==> src/rtl/adsr_pkg.sv <==
// adsr_pkg: shared state encodings and width defaults
// for the per-voice ADSR envelope generator.
package adsr_pkg;

  localparam int LEVEL_W_DEF = 16;
  localparam int RATE_W_DEF  = 27;

  localparam logic [LEVEL_W_DEF-1:0] LEVEL_MAX = '1;

  typedef enum logic [2:0] {
    S_IDLE    = 3'd0,
    S_ATTACK  = 3'd1,
    S_DECAY   = 3'd2,
    S_SUSTAIN = 3'd3,
    S_RELEASE = 3'd4
  } adsr_state_e;

endpackage

==> src/rtl/adsr_prescaler.sv <==
// adsr_prescaler: rate counter producing a one-cycle step
// pulse whenever the count reaches the selected rate.
module adsr_prescaler
  import adsr_pkg::*;
#(
  parameter int RATE_W = RATE_W_DEF
) (
  input  logic              wb_clk_i,
  input  logic              wb_rst_i,
  input  logic              clr,
  input  logic              en,
  input  logic [RATE_W-1:0] rate,
  output logic              step
);

  logic [RATE_W-1:0] count;

  // Rate is compared live so lowering it fires immediately.
  assign step = en && (count >= rate);

  always_ff @(posedge wb_clk_i) begin
    if (wb_rst_i || clr || step) begin
      count <= '0;
    end else if (en) begin
      count <= count + 1'b1;
    end
  end

endmodule

==> src/rtl/adsr_envelope.sv <==
// adsr_envelope: five-state ADSR level generator.
// Optional legato retrigger enabled by ADSR_RETRIGGER_EN.
module adsr_envelope
  import adsr_pkg::*;
#(
  parameter int LEVEL_W = LEVEL_W_DEF,
  parameter int RATE_W  = RATE_W_DEF
) (
  input  logic               wb_clk_i,
  input  logic               wb_rst_i,
  input  logic [RATE_W-1:0]  attack,
  input  logic [RATE_W-1:0]  decay,
  input  logic [RATE_W-1:0]  fade,
  input  logic [LEVEL_W-1:0] sustain,
  input  logic               trigger,
  output logic [LEVEL_W-1:0] level_o,
  output logic [2:0]         state_o,
  output logic               active_o
);

`ifdef ADSR_RETRIGGER_EN
  localparam bit RETRIG = 1'b1;
`else
  localparam bit RETRIG = 1'b0;
`endif

  localparam logic [LEVEL_W-1:0] FULL = '1;

  adsr_state_e        state_q, state_d;
  logic [LEVEL_W-1:0] level_q, level_d;
  logic [LEVEL_W-1:0] lvl_inc, lvl_dec;
  logic [RATE_W-1:0]  rate;
  logic               trigger_q, active_q;
  logic               rise, fall, step, en, clr;

  assign rise = trigger & ~trigger_q;
  assign fall = ~trigger & trigger_q;

  assign lvl_inc = (level_q == FULL) ? FULL : level_q + 1'b1;
  assign lvl_dec = (level_q == '0) ? '0 : level_q - 1'b1;

  assign en  = (state_q == S_ATTACK) ||
               (state_q == S_DECAY)  ||
               (state_q == S_RELEASE);
  assign clr = (state_d != state_q);

  always_comb begin
    unique case (state_q)
      S_ATTACK: rate = attack;
      S_DECAY:  rate = decay;
      default:  rate = fade;
    endcase
  end

  adsr_prescaler #(
    .RATE_W (RATE_W)
  ) u_presc (
    .wb_clk_i (wb_clk_i),
    .wb_rst_i (wb_rst_i),
    .clr      (clr),
    .en       (en),
    .rate     (rate),
    .step     (step)
  );

  always_comb begin
    state_d = state_q;
    level_d = level_q;
    unique case (state_q)
      S_IDLE: begin
        level_d = '0;
        if (rise) state_d = S_ATTACK;
      end
      S_ATTACK: begin
        if (fall) begin
          state_d = S_RELEASE;
        end else if (step) begin
          level_d = lvl_inc;
          if (lvl_inc == FULL) state_d = S_DECAY;
        end
      end
      S_DECAY: begin
        if (fall) begin
          state_d = S_RELEASE;
        end else if (rise && RETRIG) begin
          state_d = S_ATTACK;
        end else if (level_q <= sustain) begin
          level_d = sustain;
          state_d = S_SUSTAIN;
        end else if (step) begin
          // A step landing on sustain settles immediately.
          level_d = lvl_dec;
          if (lvl_dec <= sustain) state_d = S_SUSTAIN;
        end
      end
      S_SUSTAIN: begin
        if (fall) begin
          state_d = S_RELEASE;
        end else if (rise && RETRIG) begin
          state_d = S_ATTACK;
        end else begin
          level_d = sustain;
        end
      end
      S_RELEASE: begin
        if (rise) begin
          state_d = S_ATTACK;
        end else if (level_q == '0) begin
          state_d = S_IDLE;
        end else if (step) begin
          level_d = lvl_dec;
        end
      end
      default: begin
        state_d = S_IDLE;
        level_d = '0;
      end
    endcase
  end

  always_ff @(posedge wb_clk_i) begin
    if (wb_rst_i) begin
      state_q   <= S_IDLE;
      level_q   <= '0;
      trigger_q <= 1'b0;
      active_q  <= 1'b0;
    end else begin
      state_q   <= state_d;
      level_q   <= level_d;
      trigger_q <= trigger;
      active_q  <= (state_d != S_IDLE);
    end
  end

  assign level_o  = level_q;
  assign state_o  = state_q;
  assign active_o = active_q;

endmodule
==> config.mk <==
export PLATFORM = sky130hd
export DESIGN_NAME = adsr_envelope
export DESIGN_NICKNAME = d
export VERILOG_FILES = /design/src/rtl/adsr_pkg.sv /design/src/rtl/adsr_prescaler.sv /design/src/rtl/adsr_envelope.sv
export SDC_FILE = /design/constraint.sdc
export NUM_CORES = 1
export LEC_CHECK = 0
export ABC_AREA = 1
export BUFFER_PORTS_ARGS = -buffer_cell sky130_fd_sc_hd__buf_2
export CAP_MARGIN = 20
export CORE_MARGIN = 3
export CORE_UTILIZATION = 45
export CTS_CLUSTER_SIZE = 14
export DETAILED_ROUTE_END_ITERATION = 16
export GPL_ROUTABILITY_DRIVEN = 0
export PLACE_DENSITY_LB_ADDON = 0.2
export SYNTH_ARGS = -nofsm -noshare
export SYNTH_HDL_FRONTEND = slang
export SYNTH_SLANG_ARGS = --single-unit
==> constraint.sdc <==
create_clock -name wb_clk_i -period 3.8 [get_ports wb_clk_i]
set_clock_uncertainty 0.1 [all_clocks]
set_input_delay 0.76 -clock wb_clk_i [delete_from_list [all_inputs] [get_ports wb_clk_i]]
set_output_delay 0.76 -clock wb_clk_i [all_outputs]
set_load 0.01 [all_outputs]
==> run metrics <==
CTS Buffer Depth=2; Top Ports=120; initial antenna violation count=0; ANT nets after route=0; final setup violation count=0; leak pwr=3.43 nW; total number of vias=6281; CP Max Fanout=6; Clock Latency Late Sink=roughly 300 ps; HP Class=flop to flop; Met1 Wirelength=8.38 mm; DR WL met2=around 7.5 mm; Post-Syn Area=5720 um2; CP endpoint kind=flop; TritonCTS clock tree=built; Syn Area/Cell=~6.5 um2; Nets=1172; worst path required time=approximately 3900 ps; row cnt=40; Synth cell types=45; r2r startpoint=level_o[1]; total global-route track usage=0.243; core box area=around 12000 um2; Main synth FF type=dfxtp_1; WL per Instance=around 15 um; fillcell total=1256; status=finished, final reports clean; H-Tree Depth=2; area grow syn2layout=20.9%; PwrDens=between 200 and 250 nW/um2; R2R Path End=u_presc.count[7]; largest net degree at the start of global routing=21; Cells after Synth=a little under 900; Worst-Margin Slew=between 700 and 800 ps; Inst Count DP=~1200; Top Metal Used=met4; post-layout min period=about 3500 ps; commonest non-fill, non-tap cell in the layout=nand2_1; routed vias/inst=approximately 5.3; commonest non-fill, non-tap cells in the layout=nand2_1 (195), buf_2 (119), inv_1 (88); layout cells sized above 1=0.236; CP Class=flop to flop; Post-synth EDFFs=0; post-synthesis net count=between 1000 and 1500; worst path arrival time=~3600 ps; Port Buffers=about 120; fin worst setup slack=roughly 260 ps; Switching Fraction=0.282; CTS clk-pin slew, worst paths=70 ps; CTS root buf=clkbuf_16; Syn. warnings=0; Peak VDD IR=around 180 uV; final number of hold-violating endpoints=0; Pre-antenna DRT Iters=5; TritonCTS buffer count=5; sequential-to-total area share from yosys stat=0.168; met3 routed WL=1.54 mm; drt initial violations=about 470; FF-to-FF setup slack=between 200 and 300 ps; Final Cycle Share=0.932; Slew HR=0.483; #FFs+latches synth=between 40 and 50; fmax=0.282 GHz; dpl ws=145 ps; Vert. Die Dim=119 um; max cap viols=0; Starting Density=0.468; global-route wire length before repair=about 28 mm; Post-synth ARST share=0; Crit. Startpoint=level_o[1]; Die Area=~14000 um2; Int Pwr=~1.0 mW; Seq pwr share=0.362; die extent in x=119 um; # DRC=0; Gate power share=0.207; NetSw=between 0.3 and 0.4 mW; Clk network pwr share=0.431; clock sink count=48; remaining global-route overflow=0; Critical Path Start Type=flop; worst reg-to-reg path cell count=24; hold bufs inserted after CTS=0; fin cells=approximately 1200; Final Max Tran Viols=0; antenna cells=0; Util after Layout=0.566; DP HPWL=around 14 mm; CP endpoint=u_presc.count[7]; final wirelength=17.6 mm; vias in the first global route=5758
[critical path, stage by stage (launching register included)]
cell and delay, ps:
dfxtp_1 320, inv_1 80, ha_1 190, nand2_1 130
nor2_2 160, buf_4 150, nand4_1 120, buf_4 220
clkinvlp_4 110, nor2_1 60, ha_1 270, nand2_1 90
nor4_2 320, nand3_1 100, nand2_1 100, nand3_1 80
nand2_1 80, nand2_1 50, nand2_1 70, nand3_2 90
nand2_2 80, nand2_2 80, nand3_4 150, buf_4 190
nor2_4 30
[flip-flops by register name, summed over array words and instances (netlist names)]
name           cells
state_o            3
trigger_q          1
u_presc.count     27
level_o           16
active_o           1
[how the worst min path moves through the flow]
stage                                 start           endpoint  cells past startpoint
after floorplan            u_presc.count[6]   u_presc.count[6]                      2
after global placement     u_presc.count[1]   u_presc.count[1]                      2
after detailed placement   u_presc.count[1]   u_presc.count[1]                      2
after CTS                  u_presc.count[1]   u_presc.count[1]                      2
after global routing      u_presc.count[16]  u_presc.count[16]                      4
final                      u_presc.count[1]   u_presc.count[1]                      2
[metrics by stage]
| step | hold WS, ps | setup TNS (ps) | power, mW | cell area (um2) |
|---|---|---|---|---|
| after global placement | 469 | 0 | 0.796 | 6600 |
| after CTS | 480 | 0 | 1.40 | 6800 |
| after global routing | 520 | -24.6 | 1.46 | 6910 |
| after floorplan | 422 | 0 | 0.687 | 5720 |
| final | 474 | 0 | 1.40 | 6910 |
| after detailed placement | 470 | 0 | 0.797 | 6600 |
[per-layer routing]
metal  vias up  track usage
li1       3208            -
met1      2814        0.352
met2       244        0.374
met3        15       0.0507
met4         0       0.0478
met5         -            0
[kinds of logic (layout without fill, tap and decap cells)]
| kind of cell | Yosys count | in the layout | share of synthesized area |
|---|---|---|---|
| simple gates | 401 | 402 | 0.342 |
| compound gates | 198 | 198 | 0.202 |
| buf+inv | 134 | 269 | 0.103 |
| fa+ha+maj | 62 | 62 | 0.136 |
| flops | 48 | 48 | 0.168 |
| xor+xnor | 31 | 31 | 0.0475 |
| mux | 1 | 1 | 0.00175 |
[what timing repair did]
| action | CTS | global route |
|---|---|---|
| setup endpoints to repair | 0 | 43 |
| setup buffers | 0 | 5 |
| endpoints found under the hold margin | 0 | 0 |
| gates resized for setup | 0 | 17 |
[power by group through the flow]
stage                     clock, mW  sequential (mW)  combinational, mW
after global placement            0            0.519              0.277
after floorplan                   0            0.520              0.167
after global routing          0.628            0.508              0.324
after CTS                     0.609            0.507              0.279
after detailed placement          0            0.519              0.278
final                         0.603            0.507              0.290
[synth_stat cells (4+ instances only)]
cell | number | share of area
ha_1 | 62 | 0.14
nor2_1 | 82 | 0.054
inv_2 | 9 | 0.0059
a31oi_1 | 16 | 0.018
o22ai_1 | 6 | 0.0066
nand4_1 | 19 | 0.021
nor3_1 | 9 | 0.0079
a22o_1 | 27 | 0.041
clkbuf_1 | 17 | 0.011
nor4_1 | 4 | 0.0044
o21ai_0 | 62 | 0.054
xnor2_1 | 7 | 0.011
o21ai_1 | 4 | 0.0035
nor2_2 | 7 | 0.0077
a21oi_1 | 73 | 0.064
nand2_1 | 196 | 0.13
nor2_4 | 23 | 0.045
inv_1 | 88 | 0.058
dfxtp_1 | 48 | 0.17
buf_2 | 4 | 0.0035
xor2_1 | 24 | 0.037
nand2_2 | 7 | 0.0077
nand3_1 | 38 | 0.033
buf_4 | 7 | 0.0092
[layout make-up]
cell class	count	area [um2]	share of cell area
Clock buffer	5	125	0.0181
Clock inverter	3	68.8	0.00995
Inverter	100	382	0.0552
Multi-Input combinational cell	694	4220	0.611
Sequential cell	48	962	0.139
Tap cell	168	210	0.0304
Timing Repair Buffer	160	936	0.135
Timing Repair inverter	1	7.51	0.00109
Note: power is estimated with default switching activity, not from simulation.
